<file path="src/rtl/imm_extend_pipe.sv">
// Immediate-generation stage: decodes MIPS opcode/funct into an XLEN-wide immediate or
// branch/jump target, behind a valid/ready handshake with a 2-entry skid buffer.
module imm_extend_pipe #(
    parameter int XLEN   = 32,
    parameter int PC_INC = 4
) (
    input  logic            clk,
    input  logic            rst_n,
    input  logic            in_valid,
    output logic            in_ready,
    input  logic [31:0]     in_ir,
    input  logic [XLEN-1:0] in_pc,
    input  logic            flush,
    output logic            out_valid,
    input  logic            out_ready,
    output logic [XLEN-1:0] out_imm,
    output logic [2:0]      out_mode,
    output logic            out_err
);

    localparam logic [2:0] MODE_NONE   = 3'd0;
    localparam logic [2:0] MODE_ZERO   = 3'd1;
    localparam logic [2:0] MODE_SIGN   = 3'd2;
    localparam logic [2:0] MODE_SHAMT  = 3'd3;
    localparam logic [2:0] MODE_UPPER  = 3'd4;
    localparam logic [2:0] MODE_BRANCH = 3'd5;
    localparam logic [2:0] MODE_JUMP   = 3'd6;

    logic [5:0]      op_s;
    logic [5:0]      funct_s;
    logic [XLEN-1:0] pc_inc_s;
    logic [XLEN-1:0] dec_imm_s;
    logic [2:0]      dec_mode_s;
    logic            dec_err_s;

    logic            out_valid_q, out_valid_d;
    logic [XLEN-1:0] out_imm_q, out_imm_d;
    logic [2:0]      out_mode_q, out_mode_d;
    logic            out_err_q, out_err_d;
    logic            skid_full_q, skid_full_d;
    logic [XLEN-1:0] skid_imm_q, skid_imm_d;
    logic [2:0]      skid_mode_q, skid_mode_d;
    logic            skid_err_q, skid_err_d;

    logic            accept_s;
    logic            load_out_s;

    assign op_s     = in_ir[31:26];
    assign funct_s  = in_ir[5:0];
    assign pc_inc_s = in_pc + XLEN'(PC_INC);

    // Opcode/funct decode into mode, immediate and error flag
    always_comb begin
        dec_imm_s  = {XLEN{1'b0}};
        dec_mode_s = MODE_NONE;
        dec_err_s  = 1'b0;
        case (op_s)
            6'h00: begin
                case (funct_s)
                    6'h00, 6'h02, 6'h03: begin
                        dec_mode_s = MODE_SHAMT;
                        dec_imm_s  = XLEN'(in_ir[10:6]);
                    end
                    default: begin
                        dec_mode_s = MODE_NONE;
                        dec_imm_s  = {XLEN{1'b0}};
                    end
                endcase
            end
            6'h0C, 6'h0D, 6'h0E: begin
                dec_mode_s = MODE_ZERO;
                dec_imm_s  = XLEN'(in_ir[15:0]);
            end
            6'h0F: begin
                dec_mode_s = MODE_UPPER;
                dec_imm_s  = XLEN'($signed({in_ir[15:0], 16'h0000}));
            end
            6'h08, 6'h09, 6'h0A, 6'h0B, 6'h20, 6'h21,
            6'h23, 6'h24, 6'h25, 6'h28, 6'h29, 6'h2B: begin
                dec_mode_s = MODE_SIGN;
                dec_imm_s  = XLEN'($signed(in_ir[15:0]));
            end
            6'h04, 6'h05, 6'h06, 6'h07: begin
                dec_mode_s = MODE_BRANCH;
                dec_imm_s  = pc_inc_s + XLEN'($signed({in_ir[15:0], 2'b00}));
            end
            6'h02, 6'h03: begin
                dec_mode_s = MODE_JUMP;
                dec_imm_s  = {pc_inc_s[XLEN-1:28], in_ir[25:0], 2'b00};
            end
            default: begin
                dec_mode_s = MODE_NONE;
                dec_err_s  = 1'b1;
            end
        endcase
    end

    // in_ready comes straight from a flop, so it never sees out_ready combinationally
    assign accept_s   = in_valid & ~skid_full_q;
    assign load_out_s = ~out_valid_q | out_ready;

    // Next-state for output and skid registers; flush overrides everything
    always_comb begin
        out_valid_d = out_valid_q;
        out_imm_d   = out_imm_q;
        out_mode_d  = out_mode_q;
        out_err_d   = out_err_q;
        skid_full_d = skid_full_q;
        skid_imm_d  = skid_imm_q;
        skid_mode_d = skid_mode_q;
        skid_err_d  = skid_err_q;
        if (flush) begin
            out_valid_d = 1'b0;
            skid_full_d = 1'b0;
        end else if (load_out_s) begin
            if (skid_full_q) begin
                out_valid_d = 1'b1;
                out_imm_d   = skid_imm_q;
                out_mode_d  = skid_mode_q;
                out_err_d   = skid_err_q;
                skid_full_d = 1'b0;
            end else if (accept_s) begin
                out_valid_d = 1'b1;
                out_imm_d   = dec_imm_s;
                out_mode_d  = dec_mode_s;
                out_err_d   = dec_err_s;
            end else begin
                out_valid_d = 1'b0;
            end
        end else begin
            if (accept_s) begin
                skid_full_d = 1'b1;
                skid_imm_d  = dec_imm_s;
                skid_mode_d = dec_mode_s;
                skid_err_d  = dec_err_s;
            end else begin
                skid_full_d = skid_full_q;
            end
        end
    end

    // State registers with asynchronous clear
    always_ff @(posedge clk or negedge rst_n) begin
        if (!rst_n) begin
            out_valid_q <= 1'b0;
            out_imm_q   <= {XLEN{1'b0}};
            out_mode_q  <= 3'd0;
            out_err_q   <= 1'b0;
            skid_full_q <= 1'b0;
            skid_imm_q  <= {XLEN{1'b0}};
            skid_mode_q <= 3'd0;
            skid_err_q  <= 1'b0;
        end else begin
            out_valid_q <= out_valid_d;
            out_imm_q   <= out_imm_d;
            out_mode_q  <= out_mode_d;
            out_err_q   <= out_err_d;
            skid_full_q <= skid_full_d;
            skid_imm_q  <= skid_imm_d;
            skid_mode_q <= skid_mode_d;
            skid_err_q  <= skid_err_d;
        end
    end

    assign in_ready  = ~skid_full_q;
    assign out_valid = out_valid_q;
    assign out_imm   = out_imm_q;
    assign out_mode  = out_mode_q;
    assign out_err   = out_err_q;

endmodule

</file>
<file path="config.mk">
export PLATFORM = sky130hd
export DESIGN_NAME = imm_extend_pipe
export DESIGN_NICKNAME = d
export VERILOG_FILES = /design/src/rtl/imm_extend_pipe.sv
export SDC_FILE = /design/constraint.sdc
export NUM_CORES = 1
export LEC_CHECK = 0
export BUFFER_PORTS_ARGS = -buffer_cell sky130_fd_sc_hd__buf_4
export CORE_MARGIN = 4
export CORE_UTILIZATION = 39
export DETAILED_ROUTE_END_ITERATION = 6
export HOLD_SLACK_MARGIN = 0.1
export PLACE_DENSITY = 0.61
export SYNTH_ARGS = -nofsm -noshare
export SYNTH_HDL_FRONTEND = slang
export SYNTH_SLANG_ARGS = --single-unit
</file>
<file path="constraint.sdc">
create_clock -name clk -period 1.6 [get_ports clk]
set_input_delay 0.08 -clock clk [delete_from_list [all_inputs] [get_ports clk]]
set_output_delay 0.08 -clock clk [all_outputs]
set_load 0.05 [all_outputs]
</file>
Word-level counts from Yosys, hierarchy flattened
Cells that the tools add are included.
{ "classes": {"addsub": 2, "eq_ne": 24, "muxes": 18, "bitwise_logic": 6, "n_reduce_logical": 13} }
{ "op_table": {"columns": ["operator", "count"], "rows": [
  ["case mux 32 bit (6 select lines)", 1],
  ["two-way mux 32 bit", 2],
  ["== test 6 x 4 -> 1 bit (second input constant)", 8],
  ["== test 6 bit (second input constant)", 8],
  ["adder 32 x 3 -> 32 bit (second input constant)", 1],
  ["adder 32 bit", 1],
  ["== test 6 x 2 -> 1 bit (second input constant)", 4],
  ["== test 6 x 3 -> 1 bit (second input constant)", 4],
  ["OR reduction 23 bit", 1],
  ["case mux 3 bit (6 select lines)", 1],
  ["zero test 6 bit", 2],
  ["OR reduction 12 bit", 1],
  ["two-way mux 1 bit", 10],
  ["two-way mux 3 bit", 2],
  ["AND reduction 3 bit", 2],
  ["OR reduction 3 bit", 2],
  ["two-way mux 5 bit", 1],
  ["inverter 1 bit", 4],
  ["nonzero test 2 bit", 2],
  ["OR reduction 4 bit", 1],
  ["nonzero test 3 bit", 1],
  ["two-way mux 2 bit", 1],
  ["OR reduction 2 bit", 1],
  ["bitwise AND 1 bit", 1],
  ["OR 1 bit", 1]
]} }
{ "word_totals": {"reg_bits": 74, "out_inout_bits": 38, "elab_cells": 71} }

Depth between registers and ports, before layout
Gate-level depths: netlist (run 1).
{ "logic_depth": {"ltp_word": 6, "ltp_mapped": 16, "mapped_depth_nobuf": 16} }

Worst setup path before layout (run 1)
Ideal clock, no wire load.
{ "synth_path": {"path_type": "input to register", "from": "input port in_pc[5]", "to": "register out_imm_q[31], in the netlist out_imm[31]", "setup_ns": 0.082, "t_arrival_ns": 2.824, "required_time_ns": 1.518, "setup_slack_ns": -1.306, "path_stages": 15, "n_path_buf": 0, "path_cell_list": "nand4_1 > nor4_1 > and2_1 > nand3_1 > xnor2_1 > ha_1 > a21o_1 > a21o_1 > a211oi_1 > o21ba_2 > o41ai_2 > a41oi_1 > xnor2_1 > nand2_1 > a31oi_1"} }
{ "synth_between": {"elab_chain_len": 5} }
{ "synth_lines": {"columns": ["element", "line_no", "rtl"], "rows": [
  ["start: declaration", "12", "input logic [XLEN-1:0] in_pc,"],
  ["adder 32 x 3 -> 32 bit *", "50", "assign pc_inc_s = in_pc + XLEN'(PC_INC);"],
  ["adder 32 bit", "85", "dec_imm_s = pc_inc_s + XLEN'($signed({in_ir[15:0], 2'b00}));"],
  ["case mux 32 bit (6 select lines) *", "57", "case (op_s)"],
  ["two-way mux 32 bit *", "122", "end else if (accept_s) begin"],
  ["two-way mux 32 bit *", "116", "if (skid_full_q) begin"],
  ["end signal: assignment", "146", "out_imm_q <= {XLEN{1'b0}};"],
  ["end signal: assignment", "155", "out_imm_q <= out_imm_d;"],
  ["end: declaration", "37", "logic [XLEN-1:0] out_imm_q, out_imm_d;"]
]} }
Every way passes the cells marked *; elsewhere a longest branch is shown, timed or not. The select of a mux whose other input is x is not followed.
A chain may end at the register's enable or synchronous reset.

Final worst setup path (run 1)
{ "layout_path": {"from": "input port in_pc[5]", "to": "register out_imm_q[14], in the netlist out_imm[14]"} }
{ "layout_between": {"elab_chain_len": 5} }
{ "layout_lines": {"columns": ["element", "line_no"], "rows": [
  ["adder 32 x 3 -> 32 bit", "50"],
  ["adder 32 bit", "85"],
  ["case mux 32 bit (6 select lines)", "57"],
  ["two-way mux 32 bit", "122"],
  ["two-way mux 32 bit", "116"]
]} }
Every way passes these cells. The select of a mux whose other input is x is not followed.

==> results.json, run 1 <==
{
  "status": "finished, violations left",
  "failed_checks": "negative setup slack",
  "grt_max_degree": 62,
  "die_h_um": 128.7,
  "cp_data_required_time_ns": 1.81,
  "htreeDepth": 3,
  "multi_input_area_mm2": 0.004616,
  "drtAntennaViolNets": 0,
  "area_delta_synth_final_pct": 70.57,
  "min_period_over_period": 1.762,
  "cts_buffers": 9,
  "synthCells": 700,
  "setup_tns_ns": -47.25,
  "first_pass_iters": 6,
  "yosys_warnings": 0,
  "worstPathMaxFanout": 3,
  "clockRootBuffer": "clkbuf_16",
  "final_util": 0.6872,
  "die_area_mm2": 0.01656,
  "fin_skew_ns": 0.005319,
  "drv_cap": 0,
  "setup_ws_ns": -1.219,
  "ys_seq_area_frac": 0.3261,
  "setup_viol": 54,
  "clock.fmax_mhz": 354.7,
  "post-dp-hpwl_um": 15530,
  "viasPerCell": 5.571,
  "slowest_stage": "a222oi_1",
  "synth_edf_count": 0,
  "syn_area_mm2": 0.005679,
  "final.fill_count": 1109,
  "rsz0062_at_grt": "yes",
  "std_cell_rows": 43,
  "max_slew_margin": 0.6560,
  "syn_nets": 805,
  "ys_types": 59,
  "hold_class": "in -> reg",
  "total_power_w": 0.007381,
  "synth_ff_type": "dfrtp_1",
  "p_per_area_mw_per_mm2": 761.9,
  "fp.coreArea_mm2": 0.01410,
  "hold_violations": 0,
  "ff_latch_area_mm2": 0.001853,
  "clk-insertion-delay-late_ns": 0.33,
  "clk_pin_slew_ns": 0.06,
  "wirelength_um": 21270,
  "antenna_found_initial": 0,
  "num_vias": 6669,
  "place_ws_ns": -1.596,
  "worstPathArrival_ns": 3.03,
  "drt_iter0_drc": 476,
  "drive_gt1_frac": 0.4897,
  "synth.area.top_cells": "dfrtp_1 (33%), ha_1 (7.7%), o21ai_0 (7.4%)",
  "drv_slew": 0,
  "drc_errors": 0,
  "cts_tree": "done",
  "worstSetupEndpointType": "register",
  "clk_path_buf_depth": 2,
  "leakage_nw": 4.493,
  "track_usage": 0.2458,
  "start_kind": "input pin",
  "synth.avg_cell_area_um2": 8.113,
  "async_flop_share": 1.000,
  "start_util": 0.4029,
  "final_nets": 1117,
  "route.detailed.wl_per_inst_um": 17.77,
  "yosysTopAreaCellShare": 0.3261,
  "clkSinkCount": 74,
  "fin_crit_ns": 2.819,
  "critical_path_class": "in -> reg",
  "yosys.area.top_type": "dfrtp_1",
  "overflow": 0,
  "grt_pass1_wl_um": 32930,
  "crit_chain": "buf_6, nand4_1, nor2_2, and2_4, nand3_4, xnor2_4, ha_4, a21oi_2, o21ai_1, a221o_1, nor2_4, xnor2_2, a222oi_1, buf_4, nor2_2, a21oi_2, o21ai_1",
  "final_area_mm2": 0.009687,
  "antenna_cells": 0,
  "io_buffers": 106,
  "grt_pass1_vias": 6521,
  "regToRegSetupSlack_ns": 0.06,
  "io_pins": 107,
  "slowest_delay_ns": 0.47,
  "synth-seq-cells": 74,
  "peakVddDrop_uv": 620.5,
  "tightest_slew_ns": 0.5160,
  "placed_cell_area_mm2": 0.008159,
  "gp_congestion": 0.9061,
  "die_w_um": 128.7
}
-- path summary, 6_finish.rpt --
check,end,cells after the start,from
max,out_imm[14],17,in_pc[5]
max reg2reg,out_imm[17],7,skid_full_q
min,out_imm[19],3,in_ir[17]
min in group asynchronous,out_imm[14],2,rst_n
max in group asynchronous,skid_imm_q[0],3,rst_n
min reg2reg,out_imm[11],2,out_imm[11]
-- cell families (layout without fill, tap and decap cells) --
kind of cell | count (synthesis) | count (layout) | synth area share
simple gates | 254 | 254 | 0.2080
compound gates | 239 | 239 | 0.2725
flops | 74 | 74 | 0.3261
xor+xnor | 51 | 51 | 0.07865
buf+inv | 43 | 360 | 0.02864
fa+ha+maj | 36 | 36 | 0.08063
mux | 3 | 3 | 0.005508
-- per-layer routing --
layer	routed length (µm)	vias to the layer above	GRT usage
met1	9026	3194	0.3279
met4	602	0	0.09080
met2	10470	241	0.4104
met3	1175	44	0.02864
met5	0	-	0
li1	-	3190	-
-- power by group --
| part | leakage [nW] | switching [W] | internal, W |
|---|---|---|---|
| clock network | 0.139 | 0.000712 | 0.00113 |
| logic | 3.38 | 0.00178 | 0.00146 |
| registers | 0.977 | 0.000155 | 0.00214 |
-- per-stage QoR --
step / std cells / hold WS, ns
2_1_floorplan: 700 / -0.2156
3_3_place_gp: 1137 / -0.02349
3_5_place_dp: 1137 / -0.01428
4_1_cts: 1178 / 0.1153
5_1_grt: 1197 / 0.1610
6_report: 1197 / 0.1224
-- area by class of cell --
class | instances | share of cell area
clock buffer | 13 | 0.02687
clock inverter | 3 | 0.001550
inverter | 10 | 0.004133
multi-input combinational | 583 | 0.4765
sequential | 74 | 0.1913
tap | 180 | 0.02325
timing repair buffer | 334 | 0.2764
-- synth_stat cells (all sizes together), types with 12 or more instances --
library cell	instances
nand2	102
o21ai	86
dfrtp	74
a21oi	65
nor2	57
xnor2	37
ha	35
clkbuf	28
nand3	22
and3	18
nand4	14
xor2	14
a222oi	12
-- worst max-delay path: cells and delay by family --
family | cells | cell delay, ns
compound gates | 6 | 1.27
simple gates | 6 | 0.81
xor+xnor | 2 | 0.33
buf+inv | 2 | 0.28
fa+ha+maj | 1 | 0.25
-- cells in the final DEF (no fill, tap or decap), types with 6 or more instances in the layout --
master / count
ha_4: 12
nand3_1: 17
and3_1: 16
a221oi_1: 6
a31oi_1: 10
nand4_1: 14
nor2_1: 46
a221o_1: 8
xnor2_1: 20
o21ai_1: 35
buf_6: 26
a21oi_2: 24
o21ai_0: 36
buf_4: 297
nand2_2: 9
dlygate4sd3_1: 6
o21ai_2: 12
nand2_1: 91
a222oi_1: 12
nor3_1: 6
a21o_1: 11
and2_4: 8
a21oi_1: 36
inv_1: 8
xor2_1: 9
xnor2_2: 15
nor2_2: 7
ha_1: 20
clkbuf_16: 9
dfrtp_1: 73
-- flip-flops by register name (all words and copies together) (netlist names) --
signal       count
out_err          1
skid_imm_q      32
out_imm         32
out_valid        1
skid_err_q       1
out_mode         3
skid_full_q      1
skid_mode_q      3
-- what timing repair did --
item	in CTS	in global routing
gates resized for setup	84	108
setup buffers	22	24
hold buffers	6	0
endpoints found under the hold margin	77	0
setup endpoints to repair	55	64
pin swaps	55	95
(Power assumes the default switching activity.)
==> run 2: changes to the inputs <==
SETUP_SLACK_MARGIN = 0.4   (was unset)
==> run 2 against run 1 <==
The flow still finishes with violations (negative setup slack). Die area did not move. Clock power rose by 10%. Non-clock buffer count rose by 16. Worst setup slack got worse by 0.068 ns. Worst hold slack got worse by 0.049 ns. Critical path depth did not move. Fmax fell by 2.3%. Power rose by 4.3%. Via count rose by 1.8%. Cell area rose by 4.8%. Register-to-register slack got worse by 0.04 ns. Sequential power barely moved. Critical path type unchanged. Largest power group unchanged. Highest routed layer unchanged.
==> results.json, run 2 (synthesis gave the netlist of run 1 again) <==
{
  "slowest_stage": "ha_1",
  "area_delta_synth_final_pct": 78.78,
  "clockRootBuffer": "clkbuf_16",
  "die_h_um": 128.7,
  "hold_violations": 0,
  "p_per_area_mw_per_mm2": 758.0,
  "final.fill_count": 1055,
  "die_w_um": 128.7,
  "fp.coreArea_mm2": 0.01410,
  "total_power_w": 0.007696,
  "die_area_mm2": 0.01656,
  "overflow": 0,
  "grt_max_degree": 34,
  "htreeDepth": 3,
  "status": "finished, violations left",
  "grt_pass1_vias": 6576,
  "io_buffers": 106,
  "clkSinkCount": 74,
  "drc_errors": 0,
  "cts_buffers": 9,
  "num_vias": 6790,
  "peakVddDrop_uv": 638.5,
  "drv_slew": 0,
  "final_cell_mix": "buf_4 (290), nand2_1 (85), dfrtp_1 (72), o21ai_1 (46), nor2_1 (40)",
  "min_period_over_period": 1.804,
  "cp_data_required_time_ns": 1.85,
  "setup_ws_ns": -1.287,
  "io_pins": 107,
  "setup_viol": 56,
  "drv_cap": 0,
  "tightest_slew_ns": 0.5816,
  "antenna_found_initial": 0,
  "track_usage": 0.2552,
  "grt_pass1_wl_um": 33630,
  "hold_slack_ns": 0.07315,
  "first_pass_iters": 5,
  "rsz0062_at_grt": "yes",
  "final_nets": 1135,
  "viasPerCell": 5.588,
  "layout_commonest_cell": "buf_4",
  "clock.fmax_mhz": 346.4,
  "drt_iter0_drc": 505,
  "hold_class": "in -> reg",
  "worstPathMaxFanout": 4,
  "route.detailed.wl_per_inst_um": 18.58,
  "failed_checks": "negative setup slack",
  "clk-insertion-delay-late_ns": 0.34,
  "std_cell_rows": 43,
  "fin_crit_ns": 2.887,
  "start_kind": "input pin",
  "drtAntennaViolNets": 0,
  "crit_chain": "buf_6, nand4_1, buf_4, nor4_4, and2_4, nand3_2, xnor2_1, ha_1, a21o_1, a21o_1, a211oi_4, o21ba_4, o41ai_4, a31oi_1, xnor2_1, nand2_1, a31oi_1",
  "worstSetupEndpointType": "register",
  "holdBufCountCts": 3,
  "leakage_nw": 4.711,
  "clk_path_buf_depth": 2,
  "gp_congestion": 0.8531,
  "cts_tree": "done",
  "critical_path_class": "in -> reg",
  "fin_skew_ns": 0.006115,
  "drive_gt1_frac": 0.5063,
  "antenna_cells": 0,
  "start_util": 0.4029,
  "wirelength_um": 22570,
  "slowest_delay_ns": 0.33,
  "max_slew_margin": 0.6123,
  "post-dp-hpwl_um": 16010,
  "clk_pin_slew_ns": 0.05,
  "worstPathArrival_ns": 3.13
}
## run 2: changes by cell type in the layout (fill, tap and decap cells not counted), moves of 7 or more
cell     delta
ha_1        +8
buf_12      +7
buf_4       -7
o21ai_0    -18
ha_4        -7
o21ai_2     +9
o21ai_1    +11
## run 2: layout make-up
cell class	count	area (µm²)	area share
Clock buffer	14	264.0	0.02600
Clock inverter	2	35.03	0.003450
Inverter	10	41.29	0.004067
Multi-Input combinational cell	584	4597	0.4527
Sequential cell	74	1854	0.1826
Tap cell	180	225.2	0.02218
Timing Repair Buffer	350	3132	0.3084
Timing Repair inverter	1	5.005	0.0004929
## run 2: final timing paths
kind,start,endpoint,slack (ns),depth (start not counted)
worst max-delay path,in_pc[5],out_imm[27],-1.29,17
worst min-delay path,out_ready,skid_full_q,0.07,3
worst max register to register,skid_full_q,out_imm[26],0.02,7
worst min register to register,out_imm[11],out_imm[11],0.47,2
max in group asynchronous,rst_n,out_imm[29],0.83,3
min in group asynchronous,rst_n,skid_err_q,0.19,2
## run 2: routing by layer
metal | GRT usage | vias to the layer above | routed length [µm]
li1 | - | 3239 | -
met1 | 0.3338 | 3250 | 9421
met2 | 0.4348 | 245 | 11170
met3 | 0.02864 | 56 | 1160
met4 | 0.09512 | 0 | 814
met5 | 0 | - | 0
## run 2: repair_timing
action / 4_1_cts / 5_1_grt
pin swaps: 58 / 64
endpoints found under the setup margin: 73 / 73
gates cloned: 8 / 6
setup buffers: 26 / 12
gates resized for setup: 97 / 123
endpoints found under the hold margin: 78 / 2
## run 2: power breakdown
part           internal (W)  switching [W]  leakage [nW]
Combinational       0.00152        0.00181          3.59
Clock               0.00129       0.000741         0.147
Sequential          0.00214       0.000190         0.975
## run 2: metrics by stage
step                setup slack [ns]  instance area [µm²]  instances  utilization  TNS, ns
CTS                           -1.152                 9375       1197       0.6651   -45.03
floorplan                     -1.081                 5953        700            -   -38.64
global route                  -1.426                10150       1215       0.7203   -55.83
global placement              -1.610                 8314       1144       0.5898   -67.65
finish                        -1.287                10150       1215       0.7203   -48.31
detailed placement            -1.649                 8314       1144       0.5898   -70.46
## run 2: worst max-delay path: cells and delay by family
kind                     cells  cell delay, ns
AND/OR/NAND/NOR              5            0.77
XOR/XNOR                     2            0.31
adder cells (fa/ha/maj)      1            0.33
AO/OA/AOI/OAI                7            1.39
buffers and inverters        2            0.24
==> run 3: changes to the inputs <==
RECOVER_POWER = 100   (was unset)
==> run 3 against run 2 <==
Sequential power is essentially flat. Global-route usage is the same. Power shrank 1.7%. Highest routed layer unchanged. Clock power is essentially flat. Worst setup slack lost 0.0039 ns. Via count grew 0.38%. Fmax shrank 0.14%. Worst hold slack lost 0.010 ns. Sequential cell count is the same. Die area is the same. The run still ends with negative setup slack left. Combinational power shrank 4%.
==> results.json, run 3 (synthesis gave the netlist of run 1 again) <==
{
  "setup_viol": 57,
  "post-dp-hpwl_um": 16010,
  "io_buffers": 106,
  "p_int_w": 0.004837,
  "placed_cell_area_mm2": 0.008314,
  "final_area_mm2": 0.009937,
  "start_util": 0.4029,
  "clkSinkCount": 74,
  "die_w_um": 128.7,
  "drt_iter0_drc": 442,
  "std_cell_rows": 43,
  "overflow": 0,
  "rsz0062_at_grt": "yes",
  "setup_ws_ns": -1.291,
  "clk-insertion-delay-late_ns": 0.34,
  "cts_buffers": 9,
  "drive_gt1_frac": 0.4676,
  "hold_violations": 0,
  "die_h_um": 128.7,
  "drtAntennaViolNets": 0,
  "area_delta_synth_final_pct": 74.97,
  "grt.met3_usage": 0.02864,
  "critical_path_class": "in -> reg",
  "min_period_over_period": 1.807,
  "fp.coreArea_mm2": 0.01410,
  "fin_crit_ns": 2.891,
  "power.switching_w": 0.002725,
  "cp_data_required_time_ns": 1.85,
  "worstSetupEndpointType": "register",
  "antenna_found_initial": 0,
  "antenna_cells": 0,
  "num_vias": 6816,
  "start_kind": "input pin",
  "clock.fmax_mhz": 345.9,
  "layout_commonest_cell": "buf_4",
  "top_usage_layer": "met2",
  "p_sw_frac": 0.3603,
  "rr_endpoint": "out_imm[26]",
  "globalRouteMet1Util": 0.3338,
  "setup_tns_ns": -48.15,
  "final_nets": 1135,
  "tightest_slew_ns": 1.325,
  "grt_pass1_wl_um": 33630,
  "max_slew_margin": 0.1164,
  "power.share.clock": 0.269,
  "status": "finished, violations left",
  "first_pass_iters": 7,
  "cts_tree": "done",
  "leakage_nw": 4.538,
  "grt_pass1_vias": 6576,
  "worstPathArrival_ns": 3.14,
  "drv_cap": 0,
  "r2r_start": "skid_full_q",
  "clk_pin_slew_ns": 0.05,
  "route.detailed.wl_per_inst_um": 18.59,
  "grt_max_degree": 34,
  "failed_checks": "negative setup slack",
  "ff2ff_path_depth": 7,
  "track_usage": 0.2552,
  "p_per_area_mw_per_mm2": 761.0,
  "htreeDepth": 3,
  "final_cell_mix": "buf_4 (254), nand2_1 (86), dfrtp_1 (72), o21ai_1 (44)",
  "wirelength_um": 22580,
  "clk_path_buf_depth": 2,
  "holdBufCountCts": 3,
  "power_frac_comb": 0.423,
  "fin_skew_ns": 0.007246,
  "whs_endpoint": "skid_full_q",
  "drv_slew": 0,
  "gp_congestion": 0.8531,
  "viasPerCell": 5.610,
  "worstPathMaxFanout": 4,
  "clockRootBuffer": "clkbuf_16",
  "regToRegSetupSlack_ns": -0.09,
  "worstHoldPathCells": 3,
  "seqPwrFrac": 0.308,
  "die_area_mm2": 0.01656,
  "hold_start": "out_ready",
  "io_pins": 107,
  "grt_use_met2": 0.4348,
  "drc_errors": 0,
  "hold_class": "in -> reg",
  "peakVddDrop_uv": 637.8
}
run 3: critical path: stages:
cell and delay, ns:
buf_6 0.07, nand4_1 0.13, buf_4 0.17, nor4_4 0.21
and2_4 0.24, nand3_2 0.06, xnor2_1 0.13, ha_1 0.33
a21o_1 0.21, a21o_1 0.18, a211oi_4 0.29, o21ba_4 0.18
o41ai_4 0.11, a31oi_1 0.21, xnor2_1 0.18, nand2_1 0.13
a31oi_1 0.22
run 3: cell type report:
type,count,area [µm²]
inverter,10,38.79
tap,180,225.2
timing repair inverter,1,5.005
timing repair buffer,350,2957
sequential,74,1854
clock inverter,2,35.03
fill,1110,4159
clock buffer,14,264.0
multi-input combinational,584,4558
run 3: repair_timing:
item,CTS,global route
setup buffers,26,12
gates cloned,8,6
pin swaps,58,64
gates resized for setup,97,123
endpoints found under the setup margin,73,73
endpoints found under the hold margin,78,2
run 3: worst max-delay path by stage:
stage	startpoint	to	slack (ns)	depth (start not counted)
detailed placement	in_pc[6]	out_imm[17]	-1.65	15
global placement	in_pc[6]	out_imm[25]	-1.61	16
floorplan	in_pc[12]	out_imm[31]	-1.08	15
CTS	in_pc[5]	out_imm[27]	-1.15	16
global route	in_pc[11]	out_imm[27]	-1.43	15
finish	in_pc[5]	out_imm[27]	-1.29	17
run 3: through the flow:
step | utilization | instances | hold slack (ns) | power [W] | setup WS (ns)
final | 0.7050 | 1215 | 0.06311 | 0.007562 | -1.291
after global routing | 0.7050 | 1215 | 0.06720 | 0.007924 | -1.426
after CTS | 0.6651 | 1197 | 0.06048 | 0.007349 | -1.152
after detailed placement | 0.5898 | 1144 | -0.002615 | 0.005082 | -1.649
after global placement | 0.5898 | 1144 | -0.002575 | 0.005024 | -1.610
after floorplan | - | 700 | -0.2156 | 0.003828 | -1.081
run 3: power by group through the flow:
stage / sequential [W] / clock, W / combinational, W
floorplan: 0.00272 / 0 / 0.00111
global placement: 0.00231 / 0 / 0.00271
detailed placement: 0.00233 / 0 / 0.00275
CTS: 0.00230 / 0.00205 / 0.00300
global route: 0.00235 / 0.00215 / 0.00342
finish: 0.00233 / 0.00203 / 0.00320
run 3: metal layers:
layer,vias up,part of all wire
met5,-,0
met4,0,0.036
met3,71,0.056
met2,278,0.49
met1,3229,0.41
li1,3238,-
